--- src/rtl/pwm_ctrl_pkg.sv ---
// pwm_ctrl_pkg: shared constants for the multi-channel PWM controller.
// Register addresses, bus widths, default channel/counter widths and
// small helpers that map a channel index to its PERIOD/DUTY address.
package pwm_ctrl_pkg;

  localparam int ADDR_W = 4;
  localparam int DATA_W = 32;

  localparam int DEF_NCH   = 4;
  localparam int DEF_CNT_W = 16;
  localparam int DEF_PRE_W = 20;

  typedef logic [ADDR_W-1:0] reg_addr_t;

  localparam reg_addr_t ADDR_CTRL     = 4'h0;
  localparam reg_addr_t ADDR_PRESCALE = 4'h1;
  localparam reg_addr_t ADDR_PER_BASE = 4'h2;
  localparam reg_addr_t ADDR_IRQ_STAT = 4'hA;
  localparam reg_addr_t ADDR_IRQ_EN   = 4'hB;

  // PERIOD_i lives at ADDR_PER_BASE + 2*i, DUTY_i right after it.
  function automatic reg_addr_t per_addr(input int unsigned ch);
    return ADDR_PER_BASE + reg_addr_t'(ch * 32'd2);
  endfunction

  function automatic reg_addr_t duty_addr(input int unsigned ch);
    return per_addr(ch) + 4'h1;
  endfunction

endpackage

--- src/rtl/pwm_ctrl_if.sv ---
// pwm_ctrl_if: synchronous register port of the PWM controller.
// One write per cycle (wr_en/wr_addr/wr_data); rd_data is a combinational
// function of rd_addr.
interface pwm_ctrl_if;
  import pwm_ctrl_pkg::*;

  logic              wr_en;
  logic [ADDR_W-1:0] wr_addr;
  logic [DATA_W-1:0] wr_data;
  logic [ADDR_W-1:0] rd_addr;
  logic [DATA_W-1:0] rd_data;

  modport master (
    output wr_en, wr_addr, wr_data, rd_addr,
    input  rd_data
  );

  modport slave (
    input  wr_en, wr_addr, wr_data, rd_addr,
    output rd_data
  );

endinterface

--- src/rtl/pwm_ctrl_prescaler.sv ---
// pwm_prescaler: shared tick generator. pre_cnt runs 0..prescale while run
// is high; tick pulses in the cycle pre_cnt equals prescale. clr restarts
// the count and suppresses the tick of that cycle.
module pwm_prescaler
  import pwm_ctrl_pkg::*;
#(
  parameter int PRE_W = DEF_PRE_W
) (
  input  logic             clk,
  input  logic             RSTn,
  input  logic             run,
  input  logic             clr,
  input  logic [PRE_W-1:0] prescale,
  output logic [PRE_W-1:0] pre_cnt,
  output logic             tick
);

  localparam logic [PRE_W-1:0] PRE_ONE = {{(PRE_W-1){1'b0}}, 1'b1};

  logic [PRE_W-1:0] pre_cnt_r;
  logic [PRE_W-1:0] pre_cnt_nxt_s;
  logic             tick_s;

  // Next count and tick: hold at zero when idle or cleared, wrap at prescale.
  always_comb begin
    pre_cnt_nxt_s = pre_cnt_r;
    tick_s        = 1'b0;
    if (!run || clr) begin
      pre_cnt_nxt_s = '0;
    end else if (pre_cnt_r == prescale) begin
      pre_cnt_nxt_s = '0;
      tick_s        = 1'b1;
    end else begin
      pre_cnt_nxt_s = pre_cnt_r + PRE_ONE;
    end
  end

  // Prescale counter register.
  always_ff @(posedge clk or negedge RSTn) begin
    if (!RSTn) begin
      pre_cnt_r <= '0;
    end else begin
      pre_cnt_r <= pre_cnt_nxt_s;
    end
  end

  assign pre_cnt = pre_cnt_r;
  assign tick    = tick_s;

endmodule

--- src/rtl/pwm_ctrl.sv ---
// pwm_ctrl: NCH-channel PWM controller sharing one prescaler tick.
// Per channel, PERIOD/DUTY shadows are loaded into the active registers at
// each period wrap (or continuously while the channel is disabled).
// Optional feature macro: PWM_CTRL_IRQ_EN (wrap interrupt with W1C status).
module pwm_ctrl
  import pwm_ctrl_pkg::*;
#(
  parameter int NCH   = DEF_NCH,
  parameter int CNT_W = DEF_CNT_W,
  parameter int PRE_W = DEF_PRE_W
) (
  input  logic           clk,
  input  logic           RSTn,
  pwm_ctrl_if.slave      bus,
  output logic [NCH-1:0] pwm_out,
  output logic           irq
);

  localparam logic [CNT_W-1:0] CNT_ONE = {{(CNT_W-1){1'b0}}, 1'b1};

  logic [NCH-1:0]       ctrl_r;
  logic [NCH-1:0]       ctrl_nxt_s;
  logic [PRE_W-1:0]     prescale_r;
  logic                 wr_ctrl_s;
  logic                 wr_pre_s;
  logic                 tick_s;
  logic [PRE_W-1:0]     pre_cnt_s;
  logic [NCH-1:0]       wrap_vec_s;
  logic [NCH*CNT_W-1:0] per_sh_flat_s;
  logic [NCH*CNT_W-1:0] duty_sh_flat_s;
  logic [NCH-1:0]       irq_stat_s;
  logic [NCH-1:0]       irq_en_s;
  logic [DATA_W-1:0]    rd_data_s;
  logic                 unused_s;

  assign wr_ctrl_s  = bus.wr_en && (bus.wr_addr == ADDR_CTRL);
  assign wr_pre_s   = bus.wr_en && (bus.wr_addr == ADDR_PRESCALE);
  assign ctrl_nxt_s = wr_ctrl_s ? bus.wr_data[NCH-1:0] : ctrl_r;

  // Global control registers: channel enables and prescale reload value.
  always_ff @(posedge clk or negedge RSTn) begin
    if (!RSTn) begin
      ctrl_r     <= '0;
      prescale_r <= '0;
    end else begin
      ctrl_r <= ctrl_nxt_s;
      if (wr_pre_s) begin
        prescale_r <= bus.wr_data[PRE_W-1:0];
      end else begin
        prescale_r <= prescale_r;
      end
    end
  end

  pwm_prescaler #(.PRE_W(PRE_W)) u_pre (
    .clk      (clk),
    .RSTn     (RSTn),
    .run      (|ctrl_r),
    .clr      (wr_pre_s),
    .prescale (prescale_r),
    .pre_cnt  (pre_cnt_s),
    .tick     (tick_s)
  );

  for (genvar i = 0; i < NCH; i++) begin : g_ch
    localparam reg_addr_t PER_A  = per_addr(i);
    localparam reg_addr_t DUTY_A = duty_addr(i);

    logic [CNT_W-1:0] per_sh_r, duty_sh_r, per_act_r, duty_act_r, cnt_r;
    logic [CNT_W-1:0] per_sh_nxt_s, duty_sh_nxt_s;
    logic [CNT_W-1:0] per_act_nxt_s, duty_act_nxt_s, cnt_nxt_s;
    logic             wrap_s;
    logic             pwm_r;

    // Shadow PERIOD/DUTY capture from the register port.
    always_comb begin
      per_sh_nxt_s  = per_sh_r;
      duty_sh_nxt_s = duty_sh_r;
      if (bus.wr_en && (bus.wr_addr == PER_A)) begin
        per_sh_nxt_s = bus.wr_data[CNT_W-1:0];
      end else if (bus.wr_en && (bus.wr_addr == DUTY_A)) begin
        duty_sh_nxt_s = bus.wr_data[CNT_W-1:0];
      end else begin
        per_sh_nxt_s = per_sh_r;
      end
    end

    // Counter and active settings: count on tick, reload old shadows on
    // wrap; a channel that is off (or being switched) sits at zero and
    // tracks its shadows so it restarts cleanly.
    always_comb begin
      cnt_nxt_s      = '0;
      per_act_nxt_s  = per_sh_r;
      duty_act_nxt_s = duty_sh_r;
      wrap_s         = 1'b0;
      if (ctrl_r[i] && ctrl_nxt_s[i]) begin
        cnt_nxt_s      = cnt_r;
        per_act_nxt_s  = per_act_r;
        duty_act_nxt_s = duty_act_r;
        if (tick_s && (cnt_r == per_act_r)) begin
          cnt_nxt_s      = '0;
          per_act_nxt_s  = per_sh_r;
          duty_act_nxt_s = duty_sh_r;
          wrap_s         = 1'b1;
        end else if (tick_s) begin
          cnt_nxt_s = cnt_r + CNT_ONE;
        end else begin
          cnt_nxt_s = cnt_r;
        end
      end else begin
        cnt_nxt_s = '0;
      end
    end

    // Channel state and output, registered from next-state values.
    always_ff @(posedge clk or negedge RSTn) begin
      if (!RSTn) begin
        per_sh_r   <= '0;
        duty_sh_r  <= '0;
        per_act_r  <= '0;
        duty_act_r <= '0;
        cnt_r      <= '0;
        pwm_r      <= 1'b0;
      end else begin
        per_sh_r   <= per_sh_nxt_s;
        duty_sh_r  <= duty_sh_nxt_s;
        per_act_r  <= per_act_nxt_s;
        duty_act_r <= duty_act_nxt_s;
        cnt_r      <= cnt_nxt_s;
        pwm_r      <= ctrl_nxt_s[i] && (cnt_nxt_s < duty_act_nxt_s);
      end
    end

    assign pwm_out[i]                          = pwm_r;
    assign wrap_vec_s[i]                       = wrap_s;
    assign per_sh_flat_s[i*CNT_W +: CNT_W]  = per_sh_r;
    assign duty_sh_flat_s[i*CNT_W +: CNT_W] = duty_sh_r;
  end

`ifdef PWM_CTRL_IRQ_EN
  logic [NCH-1:0] irq_stat_r, irq_stat_nxt_s, irq_en_r, irq_en_nxt_s;
  logic           irq_r;

  // Interrupt status/enable next state; a wrap set wins over a W1C clear.
  always_comb begin
    irq_stat_nxt_s = irq_stat_r;
    irq_en_nxt_s   = irq_en_r;
    if (bus.wr_en && (bus.wr_addr == ADDR_IRQ_STAT)) begin
      irq_stat_nxt_s = irq_stat_r & ~bus.wr_data[NCH-1:0];
    end else if (bus.wr_en && (bus.wr_addr == ADDR_IRQ_EN)) begin
      irq_en_nxt_s = bus.wr_data[NCH-1:0];
    end else begin
      irq_stat_nxt_s = irq_stat_r;
    end
    irq_stat_nxt_s = irq_stat_nxt_s | wrap_vec_s;
  end

  // Interrupt registers and the registered irq line.
  always_ff @(posedge clk or negedge RSTn) begin
    if (!RSTn) begin
      irq_stat_r <= '0;
      irq_en_r   <= '0;
      irq_r      <= 1'b0;
    end else begin
      irq_stat_r <= irq_stat_nxt_s;
      irq_en_r   <= irq_en_nxt_s;
      irq_r      <= |(irq_stat_nxt_s & irq_en_nxt_s);
    end
  end

  assign irq        = irq_r;
  assign irq_stat_s = irq_stat_r;
  assign irq_en_s   = irq_en_r;
  assign unused_s   = ^{bus.wr_data, pre_cnt_s};
`else
  assign irq        = 1'b0;
  assign irq_stat_s = '0;
  assign irq_en_s   = '0;
  assign unused_s   = ^{bus.wr_data, pre_cnt_s, wrap_vec_s};
`endif

  // Read mux: zero-extended register contents, 0 for unmapped addresses.
  always_comb begin
    rd_data_s = '0;
    case (bus.rd_addr)
      ADDR_CTRL:     rd_data_s = DATA_W'(ctrl_r);
      ADDR_PRESCALE: rd_data_s = DATA_W'(prescale_r);
      ADDR_IRQ_STAT: rd_data_s = DATA_W'(irq_stat_s);
      ADDR_IRQ_EN:   rd_data_s = DATA_W'(irq_en_s);
      default: begin
        for (int i = 0; i < NCH; i++) begin
          if (bus.rd_addr == per_addr(i)) begin
            rd_data_s = DATA_W'(per_sh_flat_s[i*CNT_W +: CNT_W]);
          end else if (bus.rd_addr == duty_addr(i)) begin
            rd_data_s = DATA_W'(duty_sh_flat_s[i*CNT_W +: CNT_W]);
          end else begin
            rd_data_s = rd_data_s;
          end
        end
      end
    endcase
  end

  assign bus.rd_data = rd_data_s;

endmodule

--- src/flat_wrapper.sv ---
// flat-port wrapper written by rule: the top's interface ports become plain ports
module pwm_ctrl_flat import pwm_ctrl_pkg::*;
#(
  parameter int NCH   = DEF_NCH,
  parameter int CNT_W = DEF_CNT_W,
  parameter int PRE_W = DEF_PRE_W
)
  (clk, RSTn, pwm_out, irq, bus_wr_en, bus_wr_addr, bus_wr_data, bus_rd_addr, bus_rd_data);
  pwm_ctrl_if bus_i ();
  input  logic clk;
  input  logic RSTn;
  output logic [NCH-1:0] pwm_out;
  output logic irq;
  input wire logic [$bits(bus_i.wr_en)-1:0] bus_wr_en;
  input wire logic [$bits(bus_i.wr_addr)-1:0] bus_wr_addr;
  input wire logic [$bits(bus_i.wr_data)-1:0] bus_wr_data;
  input wire logic [$bits(bus_i.rd_addr)-1:0] bus_rd_addr;
  output wire logic [$bits(bus_i.rd_data)-1:0] bus_rd_data;
  assign bus_i.wr_en = bus_wr_en;
  assign bus_i.wr_addr = bus_wr_addr;
  assign bus_i.wr_data = bus_wr_data;
  assign bus_i.rd_addr = bus_rd_addr;
  assign bus_rd_data = bus_i.rd_data;
  pwm_ctrl #(.NCH(NCH), .CNT_W(CNT_W), .PRE_W(PRE_W)) u_core (.clk(clk), .RSTn(RSTn), .bus(bus_i), .pwm_out(pwm_out), .irq(irq));
endmodule
--- config.mk ---
export PLATFORM = sky130hd
export DESIGN_NAME = pwm_ctrl_flat
export DESIGN_NICKNAME = d
export VERILOG_FILES = /design/src/rtl/pwm_ctrl_pkg.sv /design/src/rtl/pwm_ctrl_if.sv /design/src/rtl/pwm_ctrl_prescaler.sv /design/src/rtl/pwm_ctrl.sv /design/src/flat_wrapper.sv
export SDC_FILE = /design/constraint.sdc
export NUM_CORES = 1
export LEC_CHECK = 0
export ABC_AREA = 1
export CAP_MARGIN = 20
export CORE_MARGIN = 2
export CORE_UTILIZATION = 40
export DETAILED_ROUTE_END_ITERATION = 12
export GPL_TIMING_DRIVEN = 0
export SETUP_SLACK_MARGIN = 0.1
export SYNTH_ARGS = -nofsm -noshare
export SYNTH_HDL_FRONTEND = slang
export SYNTH_SLANG_ARGS = --single-unit
--- constraint.sdc ---
create_clock -name clk -period 4.15 [get_ports clk]
set_input_delay 0.83 -clock clk [delete_from_list [all_inputs] [get_ports clk]]
set_output_delay 0.83 -clock clk [all_outputs]
set_load 0.05 [all_outputs]
==> results of run 1 <==
[placed cells by master, fill, tap and decap left out, types with 6 or more instances in the layout]
| cell type | synthesis | layout |
|---|---|---|
| sky130_fd_sc_hd__nand2_1 | 675 | 670 |
| sky130_fd_sc_hd__dfrtp_1 | 368 | 368 |
| sky130_fd_sc_hd__inv_1 | 300 | 297 |
| sky130_fd_sc_hd__o21ai_0 | 265 | 265 |
| sky130_fd_sc_hd__nor2_1 | 121 | 115 |
| sky130_fd_sc_hd__nand3_1 | 81 | 81 |
| sky130_fd_sc_hd__a21oi_1 | 81 | 71 |
| sky130_fd_sc_hd__ha_1 | 65 | 65 |
| sky130_fd_sc_hd__clkbuf_1 | 63 | 59 |
| sky130_fd_sc_hd__xnor2_1 | 52 | 52 |
| sky130_fd_sc_hd__clkbuf_16 | 0 | 42 |
| sky130_fd_sc_hd__buf_4 | 18 | 31 |
| sky130_fd_sc_hd__nand4_1 | 28 | 28 |
| sky130_fd_sc_hd__clkdlybuf4s50_1 | 0 | 28 |
| sky130_fd_sc_hd__nor3_1 | 23 | 22 |
| sky130_fd_sc_hd__buf_2 | 15 | 18 |
| sky130_fd_sc_hd__xor2_1 | 13 | 13 |
| sky130_fd_sc_hd__conb_1 | 1 | 13 |
| sky130_fd_sc_hd__nor3b_1 | 13 | 12 |
| sky130_fd_sc_hd__o2111ai_2 | 0 | 12 |
| sky130_fd_sc_hd__o221ai_1 | 11 | 11 |
| sky130_fd_sc_hd__a21oi_2 | 0 | 10 |
| sky130_fd_sc_hd__clkinv_2 | 0 | 10 |
| sky130_fd_sc_hd__nor2_4 | 3 | 9 |
| sky130_fd_sc_hd__nor3_2 | 9 | 9 |
| sky130_fd_sc_hd__o2111ai_1 | 21 | 9 |
| sky130_fd_sc_hd__nand2_2 | 4 | 8 |
| sky130_fd_sc_hd__clkbuf_4 | 0 | 8 |
| sky130_fd_sc_hd__or2_2 | 8 | 8 |
| sky130_fd_sc_hd__o211ai_1 | 8 | 8 |
| sky130_fd_sc_hd__clkbuf_8 | 0 | 8 |
| sky130_fd_sc_hd__inv_2 | 4 | 7 |
| sky130_fd_sc_hd__nor2_2 | 6 | 6 |
| sky130_fd_sc_hd__buf_6 | 4 | 6 |
| sky130_fd_sc_hd__clkbuf_2 | 0 | 6 |
| sky130_fd_sc_hd__a211oi_1 | 7 | 6 |
| sky130_fd_sc_hd__o21ai_2 | 6 | 6 |
| sky130_fd_sc_hd__o21a_1 | 6 | 6 |
[synth_stat cells (all sizes together) (9+ instances only)]
| library cell | n | area (um2) |
|---|---|---|
| nor2 | 131 | 546 |
| ha | 65 | 813 |
| xor2 | 13 | 114 |
| nor3b | 14 | 110 |
| dfrtp | 368 | 9210 |
| clkbuf | 63 | 236 |
| o21ai | 275 | 1400 |
| xnor2 | 52 | 455 |
| o221ai | 11 | 96.3 |
| nand3 | 85 | 460 |
| nand4 | 31 | 221 |
| inv | 304 | 1140 |
| a21oi | 81 | 405 |
| buf | 37 | 255 |
| o2111ai | 21 | 184 |
| nand2 | 680 | 2570 |
| or2 | 9 | 58.8 |
| nor3 | 32 | 205 |
[metrics by stage]
stage | total power (W) | instances | setup TNS (ns) | hold slack (ns)
finish | 0.0115 | 3079 | 0 | 0.247
global route | 0.0122 | 3079 | 0 | 0.291
CTS | 0.0115 | 3075 | 0 | 0.257
detailed placement | 0.00766 | 2998 | -18.60 | 0.473
global placement | 0.00760 | 2995 | -5221.20 | 0.466
floorplan | 0.00665 | 2334 | 0 | 0.453
[how the worst max path moves through the flow]
stage                     slack, ns      startpoint                  endpoint
final                          0.15  bus_rd_addr[3]            bus_rd_data[0]
after global routing           0.04  bus_rd_addr[3]            bus_rd_data[0]
after CTS                      0.06  bus_rd_addr[1]           bus_rd_data[11]
after detailed placement      -1.05       bus_wr_en      u_core.g_ch[2].pwm_r
after global placement       -14.18            RSTn  u_core.u_pre.pre_cnt[17]
after floorplan                0.51  bus_rd_addr[3]            bus_rd_data[0]
[kinds of logic (layout without fill, tap and decap cells)]
kind of cell    after synthesis  in the layout
other cells                   1             13
buf+inv                     405            543
fa+ha+maj                    65             65
xor+xnor                     65             65
compound gates              422            422
simple gates                996            996
flops                       368            368
[area by class of cell]
type,instances,area [um2]
plain buffers,100,547
clock buffers,59,1190
fillers,4569,24500
repair buffers,61,611
clock inverters,18,211
multi-input cells,1561,8340
well taps,607,759
flip-flops and latches,368,9210
inverters,305,1160
[flip-flops by register name, indices dropped and copies added (netlist names)]
| name | count |
|---|---|
| u_core.ctrl_r | 4 |
| u_core.g_ch.cnt_r | 64 |
| u_core.g_ch.duty_act_r | 64 |
| u_core.g_ch.duty_sh_r | 64 |
| u_core.g_ch.per_act_r | 64 |
| u_core.g_ch.per_sh_r | 64 |
| u_core.g_ch.pwm_r | 4 |
| u_core.prescale_r | 20 |
| u_core.u_pre.pre_cnt | 20 |
[timing repair]
action	4_1_cts	5_1_grt
buffers inserted	0	4
resized for setup	145	49
hold buffers	0	0
pin swaps	0	7
endpoints found under the setup margin	24	24
[metal layers]
| layer | track usage | up-vias |
|---|---|---|
| met2 | 0.372 | 525 |
| met1 | 0.329 | 7798 |
| met4 | 0.0834 | 4 |
| li1 | - | 7701 |
| met3 | 0.0518 | 104 |
| met5 | 0 | - |
[power groups by stage]
stage | sequential (W) | combinational [W] | clock [W]
floorplan | 0.00473 | 0.00191 | 0
global placement | 0.00494 | 0.00266 | 0
detailed placement | 0.00493 | 0.00273 | 0
CTS | 0.00488 | 0.00276 | 0.00389
global route | 0.00496 | 0.00316 | 0.00403
finish | 0.00489 | 0.00277 | 0.00383
==> impl_table.tex, run 1 <==
\begin{tabular}{lr}
\hline
Metric & Value \\
\hline
\multicolumn{2}{l}{\textbf{STA}} \\
Final number of setup-violating endpoints & 0 \\
Transition at the pin with the smallest max-transition slack & 0.755 ns \\
Setup repair after global routing missed its margin & false \\
Hold violation total from the final report & 0 \\
Achievable Freq & 250 MHz \\
Post-route clock skew & 0.0351 ns \\
Time the worst path needs with I/O delays and setup & 4.00 ns \\
Final setup margin & 0.147 ns \\
Relative slew margins & 0.491 \\
Max-slew violations & 0 \\
Crit share post-route & 0.965 \\
\multicolumn{2}{l}{\textbf{Yosys}} \\
Number of synthesized flops with an enable pin & 0 \\
Combined area of all synthesized cells & 18900 um2 \\
Main combinational cell family by area after synthesis & simple AND/OR/NAND/NOR gates \\
Cells after synthesis & 2322 \\
Arithmetic-cell share of the synthesized area counting full adders, half adders and majority gates & 0.0430 \\
Top flip-flop cell by instance count after synthesis & sky130\_fd\_sc\_hd\_\_dfrtp\_1 \\
Multiplexer fraction of the synthesized cell area & 0 \\
Number of flip-flops and latches in the synthesized netlist & 368 \\
Synth warn & 0 \\
Yosys cell types & 53 \\
Sequential cell area fraction in the yosys report & 0.487 \\
Post-synthesis share of cell area spent on and, or, nand and nor gates & 0.228 \\
Compound-cell area share of the yosys netlist & 0.124 \\
Mean instance size in the synthesized netlist & 8.14 um2 \\
Fraction of synthesized cell area in xor and xnor cells & 0.0301 \\
Asr flop ratio synth & 1.00 \\
\multicolumn{2}{l}{\textbf{Placement}} \\
Buffers on Ports & 54 \\
Half-perimeter wire length after placement & 43500 um \\
Worst slack after detailed placement & -1.05 ns \\
Final weighted congestion in routability-driven placement & 0.917 \\
Total placed instance area & 20300 um2 \\
\multicolumn{2}{l}{\textbf{Power and ir drop}} \\
Internal power & 0.00757 W \\
Relative contribution of combinational cells to total power & 0.241 \\
Flop pwr share & 0.425 \\
Power per unit of standard cell area & 522 nW/um2 \\
Clock group share of total power & 0.333 \\
Leakage power figure & 10.7 nW \\
Net switching power & 0.00393 W \\
Maximum ir drop on the vdd rail & 0.344 mV \\
Sw Ratio & 0.342 \\
\multicolumn{2}{l}{\textbf{Worst setup path}} \\
Critical-path cell with the highest stage delay & sky130\_fd\_sc\_hd\_\_clkdlybuf4s50\_1 \\
Critical path buffer and inverter count & 4 \\
Endpoint kind of the worst setup timing path & output port \\
Crit Path Max Fanout & 10 \\
Biggest cell delay along the critical path & 0.52 ns \\
Depth of the most critical reg-to-reg path & 21 \\
Category of the worst setup path launch point & input pin \\
Worst EP required & 3.32 ns \\
Launch instance of the worst register-to-register path & u\_core.u\_pre.pre\_cnt[0] \\
Cell class contributing the biggest share of worst-path delay & buffers and inverters \\
Capture point of the worst reg-to-reg path & u\_core.g\_ch[1].pwm\_r \\
Arrival time of data at the critical path endpoint & 3.17 ns \\
Classification of the worst setup path & in -> out \\
Worst reg2reg setup slack & 0.60 ns \\
Depth of the critical timing path with buffers and inverters included & 8 \\
Critical path, cell by cell & clkdlybuf4s50\_1, inv\_1, nor2\_4, nand2\_2, clkbuf\_2, o21ai\_0, o2111ai\_2, buf\_4 \\
\multicolumn{2}{l}{\textbf{Final layout}} \\
Final net count & 2547 \\
Design Area, Final & 22000 um2 \\
Area growth from synthesis to layout & 16.6\% \\
Share of the core filled with cells in the final layout & 0.473 \\
Share of final-layout standard cells stronger than drive strength 1 & 0.0987 \\
ANT cells & 0 \\
\multicolumn{2}{l}{\textbf{Routing}} \\
Detail Route met2 WL & 26500 um \\
First-pass DRT Iterations & 6 \\
Routed wire length per instance & 18.9 um \\
Met1 Wirelength & 25600 um \\
Initial DRC Count & 1546 \\
Via density per instance & 5.24 \\
Max Used Layer & met5 \\
DRC viols & 0 \\
Met3 WL post-DR & 4410 um \\
Vias after detailed routing & 16132 \\
Total wire length after detailed routing & 58200 um \\
Number of nets with antenna violations after detailed routing & 0 \\
\multicolumn{2}{l}{\textbf{Outcome}} \\
Result of the run & finished clean \\
\multicolumn{2}{l}{\textbf{Die}} \\
Core Rows & 79 \\
Vert. Die Dim & 221 um \\
Starting density of the core & 0.406 \\
Number of primary I/O pins & 80 \\
Core footprint & 46600 um2 \\
Horizontal die dimension & 221 um \\
Die area & 49000 um2 \\
\multicolumn{2}{l}{\textbf{Hold path}} \\
Kind of path behind the tightest hold check & in -> async \\
\multicolumn{2}{l}{\textbf{Clock tree}} \\
Clock network latency to the later pin of the worst-skew pair & 0.59 ns \\
Total clock sinks & 368 \\
Clock root buffer & sky130\_fd\_sc\_hd\_\_clkbuf\_16 \\
Number of buffers on the longest clock path & 3 \\
H-tree levels & 2 \\
CTS tree & built \\
Total CTS buffers & 42 \\
CTS clk-pin slew, worst paths & 0.06 ns \\
\multicolumn{2}{l}{\textbf{GRT}} \\
Global routing usage summed across all routing layers & 0.239 \\
Total global routing overflow & 0 \\
Antenna violations before repair & 2 \\
Vias in the first global route & 15951 \\
Wire length of the first global-routing pass & 91000 um \\
Pin count of the biggest net entering global routing & 107 \\
\multicolumn{2}{l}{\textbf{Flow run}} \\
Count of max-cap constraint violations & 0 \\
\hline
\end{tabular}
No activity file was read; power rests on OpenSTA's default activity.
==> inputs of run 2 (changes only) <==
--- a/config.mk
+++ b/config.mk
@@ -6,7 +6,6 @@
 export NUM_CORES = 1
 export LEC_CHECK = 0
 export ABC_AREA = 1
-export CAP_MARGIN = 20
 export CORE_MARGIN = 2
 export CORE_UTILIZATION = 40
 export DETAILED_ROUTE_END_ITERATION = 12
==> results of run 2 <==
The final DEF is identical to that of run 1; final timing and power are the same.
==> inputs of run 3 (changes only) <==
--- a/config.mk
+++ b/config.mk
@@ -8,6 +8,7 @@
 export ABC_AREA = 1
 export CORE_MARGIN = 2
 export CORE_UTILIZATION = 40
+export CTS_BUF_LIST = sky130_fd_sc_hd__clkbuf_4
 export DETAILED_ROUTE_END_ITERATION = 12
 export GPL_TIMING_DRIVEN = 0
 export SETUP_SLACK_MARGIN = 0.1
==> run 3 against run 2 <==
Compared with the run above: register-to-register slack got worse by 0.13 ns; count of clock-buffer cells in the layout increased by 103; routed wire length increased by 0.43%; clock power decreased by 7.8%; sequential share of layout area increased by 0.11 points; flip-flop and latch count unchanged; final cell count increased by 3.5%; hold slack improved by 0.24 ns; setup slack got worse by 0.045 ns.
==> impl_table.tex, run 3 (synthesis gave the netlist of run 1 again) <==
\begin{tabular}{lr}
\hline
Metric & Value \\
\hline
\multicolumn{2}{l}{\textbf{Outcome}} \\
Result of the run & finished clean \\
\multicolumn{2}{l}{\textbf{Worst setup path}} \\
Most used cell, CP & sky130\_fd\_sc\_hd\_\_inv\_1 \\
Arrival time of data at the critical path endpoint & 3.22 ns (+0.05 ns) \\
Worst EP required & 3.32 ns (about the same) \\
Crit Path Max Fanout & 7 (-3) \\
Launch instance of the worst register-to-register path & u\_core.u\_pre.pre\_cnt[0] \\
Critical path buffer and inverter count & 4 (unchanged) \\
Worst reg2reg setup slack & 0.47 ns (-0.13 ns) \\
Biggest cell delay along the critical path & 0.52 ns (about the same) \\
Critical path, cell by cell & clkdlybuf4s50\_1, inv\_1, nand2\_1, inv\_1, nand2\_4, o221ai\_1, a21oi\_1, o2111ai\_1, o21ai\_0, o2111ai\_4, clkbuf\_4 \\
Depth of the critical timing path with buffers and inverters included & 11 (+3) \\
Critical-path cell with the highest stage delay & sky130\_fd\_sc\_hd\_\_clkdlybuf4s50\_1 \\
Depth of the most critical reg-to-reg path & 21 (unchanged) \\
Classification of the worst setup path & in -> out \\
Endpoint kind of the worst setup timing path & output port \\
Capture point of the worst reg-to-reg path & u\_core.g\_ch[1].pwm\_r \\
Crit path launch & bus\_rd\_addr[3] \\
Cell class contributing the biggest share of worst-path delay & compound AO/OA/AOI/OAI gates \\
Worst setup endpoint & bus\_rd\_data[2] \\
Category of the worst setup path launch point & input pin \\
\multicolumn{2}{l}{\textbf{Power and ir drop}} \\
Leakage power figure & 10.8 nW (+0.65\%) \\
Power per unit of standard cell area & 509 nW/um2 (-2.4\%) \\
Relative contribution of combinational cells to total power & 0.247 (+0.006) \\
Clock group share of total power & 0.316 (-0.017) \\
Flop pwr share & 0.437 (+0.012) \\
Maximum ir drop on the vdd rail & 0.321 mV (-6.6\%) \\
Internal power & 0.00723 W (-4.4\%) \\
Net switching power & 0.00395 W (+0.54\%) \\
Sw Ratio & 0.353 (+0.0114) \\
Post-route total power & 0.0112 W (-2.7\%) \\
\multicolumn{2}{l}{\textbf{Clock tree}} \\
Number of buffers on the longest clock path & 3 (unchanged) \\
Total clock sinks & 368 (unchanged) \\
Clock network latency to the later pin of the worst-skew pair & 0.84 ns (+0.25 ns) \\
CTS clk-pin slew, worst paths & 0.06 ns (about the same) \\
Clock root buffer & sky130\_fd\_sc\_hd\_\_clkbuf\_4 \\
H-tree levels & 3 (+1) \\
Total CTS buffers & 99 (+140\%) \\
CTS tree & built \\
\multicolumn{2}{l}{\textbf{STA}} \\
Max-slew violations & 0 (unchanged) \\
Setup repair after global routing missed its margin & true \\
Final number of setup-violating endpoints & 0 (unchanged) \\
Achievable Freq & 247 MHz (-1.1\%) \\
Crit share post-route & 0.975 (+0.0109) \\
Time the worst path needs with I/O delays and setup & 4.05 ns (+0.0451 ns) \\
Hold violation total from the final report & 0 (unchanged) \\
Transition at the pin with the smallest max-transition slack & 0.854 ns (+0.0985 ns) \\
Post-route clock skew & 0.0468 ns (+0.0117 ns) \\
Relative slew margins & 0.425 (-0.0663) \\
\multicolumn{2}{l}{\textbf{Final layout}} \\
Most common cell after layout, fill and taps aside & sky130\_fd\_sc\_hd\_\_nand2\_1 \\
Most used cells in the layout excluding fill and tap cells & 670 x sky130\_fd\_sc\_hd\_\_nand2\_1, 368 x sky130\_fd\_sc\_hd\_\_dfrtp\_1, 298 x sky130\_fd\_sc\_hd\_\_inv\_1 \\
Final standard cell count with taps included and fillers excluded & 3188 (+3.5\%) \\
Share of final-layout standard cells stronger than drive strength 1 & 0.132 (+0.0329) \\
Final net count & 2603 (+2.2\%) \\
Design Area, Final & 22000 um2 (-0.27\%) \\
Area growth from synthesis to layout & 16.3\% \\
\multicolumn{2}{l}{\textbf{GRT}} \\
Total global routing overflow & 0 (unchanged) \\
Pin count of the biggest net entering global routing & 107 (unchanged) \\
Global routing usage summed across all routing layers & 0.240 (+0.00141) \\
Antenna violations before repair & 4 (+2) \\
Vias in the first global route & 16347 (+2.5\%) \\
Wire length of the first global-routing pass & 91600 um (+0.62\%) \\
\multicolumn{2}{l}{\textbf{Routing}} \\
First-pass DRT Iterations & 6 (unchanged) \\
Vias after detailed routing & 16493 (+2.2\%) \\
Initial DRC Count & 1481 (-4.2\%) \\
Routed wire length per instance & 18.3 um (-3.0\%) \\
Via density per instance & 5.17 (-1.3\%) \\
Number of nets with antenna violations after detailed routing & 0 (unchanged) \\
DRC viols & 0 (unchanged) \\
Total wire length after detailed routing & 58400 um (+0.43\%) \\
\multicolumn{2}{l}{\textbf{Placement}} \\
Total placed instance area & 20300 um2 (unchanged) \\
Buffers on Ports & 54 (unchanged) \\
Half-perimeter wire length after placement & 43500 um (unchanged) \\
DP Cell Count & 2998 (unchanged) \\
Final weighted congestion in routability-driven placement & 0.917 (unchanged) \\
\multicolumn{2}{l}{\textbf{Hold path}} \\
Kind of path behind the tightest hold check & reg -> reg \\
Hold path startpoint & u\_core.g\_ch[1].duty\_sh\_r[5] \\
\multicolumn{2}{l}{\textbf{Die}} \\
Number of primary I/O pins & 80 (unchanged) \\
Vert. Die Dim & 221 um (unchanged) \\
Core footprint & 46600 um2 (unchanged) \\
Die area & 49000 um2 (unchanged) \\
Starting density of the core & 0.406 (unchanged) \\
Core Rows & 79 (unchanged) \\
Horizontal die dimension & 221 um (unchanged) \\
\multicolumn{2}{l}{\textbf{Flow run}} \\
Count of max-cap constraint violations & 0 (unchanged) \\
\hline
\end{tabular}
==> run 3: cell types whose count changed in the layout (fill, tap and decap cells not counted), sizes merged, moves of 3 or more <==
cell / previous run / this run
dlygate4sd2: 3 / 0
buf: 60 / 57
clkbuf: 123 / 227
diode: 0 / 5
==> run 3: worst reg2reg max path: stages, from the launching register on <==
cell and delay, ns:
sky130_fd_sc_hd__dfrtp_1 0.42, sky130_fd_sc_hd__inv_1 0.10, sky130_fd_sc_hd__nand2_1 0.06, sky130_fd_sc_hd__nand2_1 0.09, sky130_fd_sc_hd__nand2_1 0.06, sky130_fd_sc_hd__nor2_1 0.12, sky130_fd_sc_hd__nand3_2 0.14, sky130_fd_sc_hd__nor2_8 0.19
sky130_fd_sc_hd__nand2_4 0.22, sky130_fd_sc_hd__inv_8 0.22, sky130_fd_sc_hd__buf_6 0.23, sky130_fd_sc_hd__nand3_1 0.11, sky130_fd_sc_hd__nor3_2 0.24, sky130_fd_sc_hd__nand4_1 0.16, sky130_fd_sc_hd__o21ai_1 0.15, sky130_fd_sc_hd__a21oi_1 0.07
sky130_fd_sc_hd__ha_1 0.30, sky130_fd_sc_hd__nand2_1 0.07, sky130_fd_sc_hd__inv_1 0.08, sky130_fd_sc_hd__nand3_1 0.07, sky130_fd_sc_hd__nor3_1 0.27, sky130_fd_sc_hd__a21oi_1 0.12
==> run 3: final cells by class <==
type,count,area (um2)
multi-input combinational,1561,8310
clock buffer,162,1220
sequential,368,9210
tap,607,759
timing repair buffer,61,621
clock inverter,20,169
buffer,99,519
antenna,5,12.5
inverter,305,1150
fill,4633,24600
==> run 3: routing by layer <==
layer  global-route usage  vias up  share of wire
li1                     -     7877              -
met1                0.322     7881           0.44
met2                0.372      605           0.45
met3               0.0684      124          0.081
met4               0.0844        6          0.030
met5                    0        -        0.00098
==> run 3: what timing repair did <==
item	CTS	global route
hold endpoints to repair	59	0
pin swaps	3	6
resized for setup	131	41
endpoints found under the setup margin	22	24
hold buffers	1	0
setup buffers	0	3
==> run 3: worst min-delay path by stage <==
| stage | to | slack [ns] | cells past startpoint |
|---|---|---|---|
| detailed placement | u_core.g_ch[2].duty_sh_r[8] | 0.47 | 2 |
| finish | u_core.g_ch[1].duty_sh_r[5] | 0.48 | 2 |
| global route | u_core.g_ch[0].duty_sh_r[13] | 0.51 | 2 |
| global placement | u_core.g_ch[1].duty_sh_r[2] | 0.47 | 2 |
| CTS | u_core.g_ch[0].duty_sh_r[11] | 0.49 | 2 |
| floorplan | u_core.g_ch[0].duty_sh_r[10] | 0.45 | 2 |
==> run 3: stage by stage <==
stage	setup slack [ns]	setup TNS (ns)	utilization	hold slack, ns
2_1_floorplan	0.513	0	-	0.453
3_3_place_gp	-14.18	-5221.20	0.435	0.466
3_5_place_dp	-1.05	-18.60	0.437	0.473
4_1_cts	-0.0593	-0.178	0.470	0.487
5_1_grt	0.0842	0	0.472	0.507
6_report	0.102	0	0.472	0.482
==> run 3: power by group through the flow <==
stage / Sequential, W / Combinational (W) / Clock, W
floorplan: 0.00473 / 0.00191 / 0
finish: 0.00489 / 0.00276 / 0.00353
CTS: 0.00488 / 0.00276 / 0.00361
detailed placement: 0.00493 / 0.00273 / 0
global route: 0.00496 / 0.00316 / 0.00382
global placement: 0.00494 / 0.00266 / 0
